**src/rtl/trng_conditioner.sv**
```systemverilog
// Von Neumann debiaser with a repetition-count health test, feeding an 8-bit packer and a byte FIFO.
// A health failure flushes all buffered entropy and holds output off until clr_fail.
module trng_conditioner #(
  parameter int FIFO_DEPTH = 4,
  parameter int RCT_LIMIT  = 31
) (
  input  logic       clk,
  input  logic       rst,
  input  logic       raw_bit,
  input  logic       raw_valid,
  input  logic       clr_fail,
  input  logic       out_ready,
  output logic [7:0] out_data,
  output logic       out_valid,
  output logic       health_fail,
  output logic       overflow
);
  localparam int AW = $clog2(FIFO_DEPTH);

  typedef enum logic [1:0] {FIRST, SECOND, FAIL} state_t;

  state_t          state_q, state_d;
  logic            pair_q, pair_d;
  logic [7:0]      pack_q, pack_d;
  logic [2:0]      fill_q, fill_d;
  logic [7:0]      run_q, run_d;
  logic            prev_q, prev_d;
  logic            have_q, have_d;
  logic            hf_q, hf_d;
  logic            ovf_q, ovf_d;
  logic [AW-1:0]   wr_q, wr_d, rd_q, rd_d;
  logic [AW:0]     cnt_q, cnt_d;
  logic [7:0]      mem_q [FIFO_DEPTH];

  logic            emit, emit_bit, push, pop, wr_en, flush;
  logic [7:0]      push_byte;

  assign out_valid   = (cnt_q != '0);
  assign out_data    = out_valid ? mem_q[rd_q] : 8'h00;
  assign health_fail = hf_q;
  assign overflow    = ovf_q;

  always_comb begin
    state_d   = state_q;
    pair_d    = pair_q;
    pack_d    = pack_q;
    fill_d    = fill_q;
    run_d     = run_q;
    prev_d    = prev_q;
    have_d    = have_q;
    hf_d      = hf_q;
    ovf_d     = ovf_q;
    wr_d      = wr_q;
    rd_d      = rd_q;
    cnt_d     = cnt_q;
    emit      = 1'b0;
    emit_bit  = 1'b0;
    push      = 1'b0;
    wr_en     = 1'b0;
    flush     = 1'b0;
    pop       = out_valid & out_ready;

    case (state_q)
      FIRST, SECOND: begin
        if (raw_valid) begin
          run_d  = (have_q && raw_bit == prev_q) ? run_q + 8'd1 : 8'd1;
          prev_d = raw_bit;
          have_d = 1'b1;
          if (state_q == FIRST) begin
            pair_d  = raw_bit;
            state_d = SECOND;
          end else begin
            state_d = FIRST;
            // 1,0 -> 1 and 0,1 -> 0: the emitted bit is the first of the pair
            if (pair_q != raw_bit) begin
              emit     = 1'b1;
              emit_bit = pair_q;
            end
          end
          if (run_d == 8'(RCT_LIMIT)) begin
            state_d = FAIL;
            hf_d    = 1'b1;
            flush   = 1'b1;
            emit    = 1'b0;
          end
        end
      end
      default: begin
        if (clr_fail) begin
          state_d = FIRST;
          hf_d    = 1'b0;
          run_d   = 8'd0;
          prev_d  = 1'b0;
          have_d  = 1'b0;
        end
      end
    endcase

    push_byte = {pack_q[6:0], emit_bit};
    if (emit) begin
      if (fill_q == 3'd7) begin
        push   = 1'b1;
        pack_d = 8'h00;
        fill_d = 3'd0;
      end else begin
        pack_d = push_byte;
        fill_d = fill_q + 3'd1;
      end
    end

    if (flush) begin
      pack_d = 8'h00;
      fill_d = 3'd0;
      pair_d = 1'b0;
      wr_d   = '0;
      rd_d   = '0;
      cnt_d  = '0;
    end else begin
      if (push) begin
        if (cnt_q == (AW+1)'(FIFO_DEPTH) && !pop) ovf_d = 1'b1;
        else wr_en = 1'b1;
      end
      if (wr_en) wr_d = wr_q + AW'(1);
      if (pop)   rd_d = rd_q + AW'(1);
      cnt_d = cnt_q + (AW+1)'(wr_en) - (AW+1)'(pop);
    end
  end

  always_ff @(posedge clk) begin
    if (rst) begin
      state_q <= FIRST;
      pair_q  <= 1'b0;
      pack_q  <= 8'h00;
      fill_q  <= 3'd0;
      run_q   <= 8'd0;
      prev_q  <= 1'b0;
      have_q  <= 1'b0;
      hf_q    <= 1'b0;
      ovf_q   <= 1'b0;
      wr_q    <= '0;
      rd_q    <= '0;
      cnt_q   <= '0;
    end else begin
      state_q <= state_d;
      pair_q  <= pair_d;
      pack_q  <= pack_d;
      fill_q  <= fill_d;
      run_q   <= run_d;
      prev_q  <= prev_d;
      have_q  <= have_d;
      hf_q    <= hf_d;
      ovf_q   <= ovf_d;
      wr_q    <= wr_d;
      rd_q    <= rd_d;
      cnt_q   <= cnt_d;
    end
  end

  // Storage needs no reset; occupancy gates what is visible.
  always_ff @(posedge clk) begin
    if (wr_en && !rst) mem_q[wr_q] <= push_byte;
  end
endmodule
```
**config.mk**
```make
export PLATFORM = sky130hd
export DESIGN_NAME = trng_conditioner
export DESIGN_NICKNAME = d
export VERILOG_FILES = /design/src/rtl/trng_conditioner.sv
export SDC_FILE = /design/constraint.sdc
export NUM_CORES = 1
export LEC_CHECK = 0
export BUFFER_PORTS_ARGS = -buffer_cell sky130_fd_sc_hd__clkbuf_2
export CORE_ASPECT_RATIO = 0.9
export CORE_MARGIN = 10
export CORE_UTILIZATION = 39
export DETAILED_ROUTE_END_ITERATION = 10
export SYNTH_ARGS = -nofsm -noshare
export SYNTH_HDL_FRONTEND = slang
export SYNTH_SLANG_ARGS = --single-unit
export TNS_END_PERCENT = 10
```
**constraint.sdc**
```tcl
create_clock -name clk -period 2.86 [get_ports clk]
set_input_delay 0.572 -clock clk [delete_from_list [all_inputs] [get_ports clk]]
set_output_delay 0.572 -clock clk [all_outputs]
set_load 0.05 [all_outputs]
```
## Yosys cells after proc, flatten, opt, wreduce, memory -nomap -nowiden

Memories as Yosys holds them, arrays and structs flattened. A register that Yosys moved wholly into a read port is not among the register bits.
Index checks and enable logic that the tools add are counted.

- Memory bits (read-only): 0
- Logic and storage cells: 85
- Memories kept: 1
- Bits of input ports: 6
- Memory bits (writable): 32
- Output and inout bits: 11
- Flip-flop bits (word level): 32
- Bits in latches: 0

- Eq/ne operators: 8
- Multiply operators: 0
- Bitwise operators: 2
- Reduce and logical (&&, ||, !) cells: 14
- Divide/modulo/power cells: 0
- Add/sub/neg operators: 6
- Multiplexer cells: 42
- Shift operators: 0
- Order comparisons: 0

Memories:

| name | depth | width | rd ports | clocked after Yosys merged registers in | write ports | line | text |
|---|---|---|---|---|---|---|---|
| mem_q | 4 | 8 | 1 | 1 | 1 | 33 | `logic [7:0] mem_q [FIFO_DEPTH];` |

Operators with widths:

| cell | number |
|---|---|
| $mux W8 | 5 |
| $mux W1 | 29 |
| $mux W2 | 6 |
| $reduce_and A3 Y1 | 3 |
| $add A8 B1 Y8 const B | 1 |
| $eq A8 B5 Y1 const B | 1 |
| $mux W7 | 1 |
| $eq A3 B3 Y1 const B | 2 |
| $add A2 B1 Y2 const B | 2 |
| $ne A2 B2 Y1 const B | 2 |
| $reduce_or A2 Y1 | 2 |
| $add A3 B1 Y3 | 1 |
| $add A3 B1 Y3 const B | 1 |
| $logic_and A1 B1 Y1 | 3 |
| $mux W3 | 1 |
| $reduce_bool A3 Y1 | 1 |
| $sub A3 B1 Y3 | 1 |
| $eq A2 B1 Y1 const B | 1 |
| $logic_not A1 Y1 | 2 |
| $logic_not A2 Y1 | 1 |
| $reduce_and A2 Y1 | 1 |
| $reduce_bool A2 Y1 | 1 |
| $and A1 B1 Y1 | 1 |
| $eq A1 B1 Y1 | 1 |
| other kinds (2) | 2 |

## Logic depth before layout (Yosys ltp)

- Depth in word-level cells: 14
- Mapped depth: 11
- Gate-level depth less buffers: 11

## Least setup slack after synthesis

No wires, ideal clock.

- Path kind: input-to-reg
- Start: input port raw_bit
- End: memory mem_q[0][0], enable pin
- Setup slack: -105 ps
- Arrival time: 2567 ps
- Stages on the path: 4
- Buffers on the path: 0
- Required time: 2462 ps
- Cell sequence: inv_1 > ha_1 > or4b_2 > nor4b_1

- Word-level cells in the longest chain between the ends: 14
- Elaborated cells on any way between the ends: 20
- Those cells by class: 3 x eq/ne; 15 x mux; 2 x reduce/logical

Ends and longest elaborated chain:

| what | line | text |
|---|---|---|
| from (decl) | 9 | `input logic raw_bit,` |
| $eq A1 B1 Y1 | 66 | `run_d = (have_q && raw_bit == prev_q) ? run_q + 8'd1 : 8'd1;` |
| $logic_and A1 B1 Y1 | 66 |  |
| $mux W8 | 66 |  |
| $eq A8 B5 Y1 | 80 | `if (run_d == 8'(RCT_LIMIT)) begin` |
| $mux W1 | 80 |  |
| $mux W1 | 65 | `if (raw_valid) begin` |
| $mux W1 | 63 | `case (state_q)` |
| $mux W1 | 100 | `if (emit) begin` |
| $mux W1 | 119 | `if (push) begin` |
| $mux W1 | 111 | `if (flush) begin` |
| $mux W1 (*) | 111 |  |
| $logic_and A1 B1 Y1 (*) | 161 | `if (wr_en && !rst) mem_q[wr_q] <= push_byte;` |
| $mux W1 (*) | 161 |  |
| $mux W1 (not written as such) (*) | 161 |  |
| to (decl) | 33 |  |

Every way passes the cells marked *; elsewhere a longest branch is shown, timed or not. The select of a mux whose other input is x is not followed.

## Final worst setup path

- Start: register run_q[2]
- End: register cnt_q[2]

- Word-level cells in the longest chain between the ends: 11
- Elaborated cells on any way between the ends: 15
- Those cells by class: 3 x add/sub; 1 x eq/ne; 10 x mux; 1 x reduce/logical

Ends and longest elaborated chain:

| what | line | text |
|---|---|---|
| from (decl) | 26 | `logic [7:0] run_q, run_d;` |
| from (signal assigned) | 148 | `run_q <= run_d;` |
| $add A8 B1 Y8 (*) | 66 |  |
| $mux W8 (*) | 66 |  |
| $eq A8 B5 Y1 (*) | 80 |  |
| $mux W1 | 80 |  |
| $mux W1 | 65 |  |
| $mux W1 | 63 |  |
| $mux W1 | 100 |  |
| $mux W1 | 119 |  |
| $mux W1 | 111 |  |
| $add A3 B1 Y3 | 125 | `cnt_d = cnt_q + (AW+1)'(wr_en) - (AW+1)'(pop);` |
| $sub A3 B1 Y3 | 125 |  |
| to (signal assigned) | 155 | `cnt_q <= cnt_d;` |
| to (decl) | 32 | `logic [AW:0] cnt_q, cnt_d;` |

Marks and branches as above.
A chain may end at the register's enable or synchronous reset.

==> run_results.csv <==
group,metric,value,unit
clock_tree,clock_latency,340,ps
hold_path,min_path_cells,2,
critical_path,crit_path_max_fanout,9,
sta,setup_slack,193,ps
pwr,p_seq_share,39.8,%
logic_synthesis,synthTopCellsByArea,"edfxtp_1 (32%), dfxtp_1 (23%), mux4_2 (6.1%)",
sta,final.period_utilization,93.2,%
pwr,swShare,35.3,%
layout,layout-drive-gt1-share,22.7,%
logic_synthesis,synth_top_family_by_area,"simple AND/OR/NAND/NOR gates",
floorplanning,placementRows,30,
run,drv_cap,0,
status,status,"finished clean",
global_routing,track_usage,10.9,%
sta,fin_worst_skew,5.04,ps
critical_path,path_class,"reg -> reg",
layout,diodes,0,
global_routing,met2_usage,18.3,%
layout,layout_commonest_cell,"dfxtp_1",
critical_path,r2r_cells,9,
logic_synthesis,synth_ff_type,"dfxtp_1",
layout,layout.nets,297,
critical_path,crit_required,3090,ps
floorplanning,io_pins,17,
layout,final_util,46.2,%
logic_synthesis,yosys_warnings,0,
global_routing,use_met3,5.12,%
placement,pre_cts_ws,-9.05,ps
logic_synthesis,synth_top_area_share,32.4,%
logic_synthesis,avgSynthCellArea,11.7,um2
global_routing,grt-ovfl-total,0,
pwr,switchingPower,966,uW
floorplanning,start_util,39.7,%
global_routing,grt_antenna_before_repair,0,
critical_path,startpoint_type,"flop",
sta,slew-limit-headroom,48.6,%
global_routing,grt_pass1_vias,2006,
pwr,power_density,794,nW/um2
floorplanning,fp.dieW,112,um
pwr,p_leak,1.20,nW
sta,setup_viol,0,
clock_tree,clk_path_buf_depth,2,
critical_path,cp_cell_sequence,"nand3_1 -> o21a_1 -> a2111o_1 -> a31o_2 -> ha_1 -> fa_1 -> xnor2_1 -> xnor2_1 -> nor2_1",
drt,postRouteWirelength,5800,um
placement,place_hpwl,3940,um
logic_synthesis,yosys-mux-area-fraction,6.42,%
clock_tree,htreeDepth,3,
clock_tree,ctsHoldBuffers,0,
clock_tree,clk_transition_reported_paths,70,ps
logic_synthesis,ys_ff_latch,66,
pwr,p_comb_share,29.1,%
logic_synthesis,yosysSeqAreaShare,55.4,%
drt,firstDrtPassIters,4,
logic_synthesis,synthXorXnorAreaFrac,1.77,%
global_routing,grt-busiest-layer,"met2",
clock_tree,cts.sinks,66,
sta,tightest_slew,771,ps
layout,fin_cells,382,
placement,gp_congestion,0.753,
clock_tree,cts-root-buf,"clkbuf_8",
sta,fmax,0.375,GHz
logic_synthesis,synth_largest_area_cell,"edfxtp_1",
critical_path,rrSetupSlack,190,ps
drt,routed_via_density,5.15,
placement,port_buffers,16,
global_routing,grt_max_degree,18,
layout,final_cell_mix,"dfxtp_1 (34), edfxtp_1 (32), a21oi_1 (24)",
layout,syn2layout_area_growth,16.5,%
clock_tree,cts_tree,"done",
logic_synthesis,synth_edf_count,32,
placement,place_inst,366,
logic_synthesis,synth-simple-area-share,17.3,%
global_routing,grt_pass1_wl,9890,um
sta,finalHoldViolations,0,
hold_path,min-delay-path-class,"reg -> reg",
critical_path,path_common_cell,"xnor2_1",
critical_path,worst_path_max_delay_cell,"dfxtp_1",
pwr,peakVddDrop,291,uV
drt,drtIter0Drc,68,
clock_tree,cts_setup_buffers,0,
floorplanning,coreArea,7470,um2
sta,report.final.slew_viol_count,0,
drt,avgRoutedWirePerCell,15.2,um
critical_path,cpPeakStageDelay,470,ps
logic_synthesis,synthesis.nets,269,
clock_tree,cts_buffers,9,
logic_synthesis,netlist_instances,253,
drt,drc,0,
logic_synthesis,async_flop_share,0,%
floorplanning,fp.dieArea,11500,um2
drt,ant_nets,0,
drt,dr_total_vias,1969,
critical_path,crit_path_end_kind,"flop",
floorplanning,die_h,103,um
critical_path,cp.arrival,2890,ps
logic_synthesis,synth_area,2960,um2
sta,fin_crit,2670,ps
global_routing,gr-usage-met1,11.9,%
logic_synthesis,synthDistinctLibCells,47,
logic_synthesis,synthAdderAreaFrac,4.47,%
sta,rsz0062_at_grt,"no",
pwr,p_int,1.77,mW
logic_synthesis,synth_compound_area_share,11.4,%
pwr,p_clk_share,31.1,%
==> routing by layer <==
layer | share of wire [%] | vias to the layer above
li1 | - | 999
met1 | 46 | 942
met2 | 48 | 23
met3 | 5.2 | 5
met4 | 1.1 | 0
met5 | 0 | -
==> path summary, 6_finish.rpt <==
kind / end / startpoint
setup reg to reg: cnt_q[2]$_SDFF_PP0_ / run_q[2]$_SDFFE_PP0P_
hold reg to reg: health_fail$_SDFFE_PP0P_ / health_fail$_SDFFE_PP0P_
setup / recovery: cnt_q[2]$_SDFF_PP0_ / run_q[2]$_SDFFE_PP0P_
hold / removal: health_fail$_SDFFE_PP0P_ / health_fail$_SDFFE_PP0P_
==> power by group through the flow <==
stage                     clock network (mW)  registers (mW)  logic (mW)
after global routing                   0.935            1.11       0.865
final                                  0.852            1.09       0.798
after floorplan                            0            1.07       0.672
after CTS                              0.878            1.10       0.811
after detailed placement                   0            1.12       0.810
after global placement                     0            1.11       0.803
==> synthesized netlist by cell type, types with 2 or more instances <==
library cell,number
a21oi_1,24
nand2_1,8
nand2b_1,2
and2_1,8
or4b_2,2
and3_1,4
a31oi_1,2
buf_2,3
nand3_1,8
nor4b_1,3
nor2b_1,3
inv_1,7
nand4b_1,8
nor3_1,2
or3_1,3
edfxtp_1,32
nor2_1,22
a22oi_1,2
xnor2_1,3
o21ai_1,3
xor2_1,3
nand3b_1,3
mux4_2,8
a21o_1,3
o21ai_0,13
clkbuf_1,9
nand4_1,2
ha_1,9
and4_1,3
dfxtp_1,34
==> flip-flops by register name, indices dropped and copies added (netlist names), 2 cells and up, named ones only <==
signal   flops
rd_q         2
wr_q         2
mem_q       32
cnt_q        3
state_q      2
pack_q       7
run_q        8
fill_q       3
==> through the flow <==
step	hold slack [ps]	setup TNS (ps)	total power, mW	instance area, um2
after floorplan	454	-50.8	1.74	2970
after global placement	454	0	1.91	3230
after detailed placement	457	-9.05	1.93	3230
after CTS	468	0	2.78	3450
after global routing	511	0	2.91	3450
final	463	0	2.74	3450
==> cell type report <==
| class | count | area, um2 |
|---|---|---|
| fill | 705 | 4020 |
| sequential | 66 | 1640 |
| multi-input combinational | 165 | 1230 |
| timing repair buffer | 32 | 213 |
| clock buffer | 10 | 128 |
| tap | 96 | 120 |
| clock inverter | 6 | 90.1 |
| inverter | 7 | 26.3 |
==> repair_timing <==
| item | 4_1_cts | 5_1_grt |
|---|---|---|
| endpoints found under the setup margin | 0 | 1 |
| hold endpoints to repair | 0 | 0 |
| gates resized for setup | 0 | 1 |
==> worst max-delay path, delay by kind of cell (launching register included) <==
| family | cells | cell delay (ps) |
|---|---|---|
| AOI/OAI and AO/OA | 3 | 950 |
| xor gates and xnor gates | 2 | 310 |
| adders and majority gates | 2 | 560 |
| DFF | 1 | 470 |
| and+or+nand+nor | 2 | 260 |
==> cell families after synthesis <==
group | count (synthesis)
and+or+nand+nor | 86
AOI/OAI and AO/OA | 54
xor gates and xnor gates | 6
DFF | 66
adders and majority gates | 10
buffers and inverters | 22
muxes | 9
Note: power is estimated with default switching activity, not from simulation.
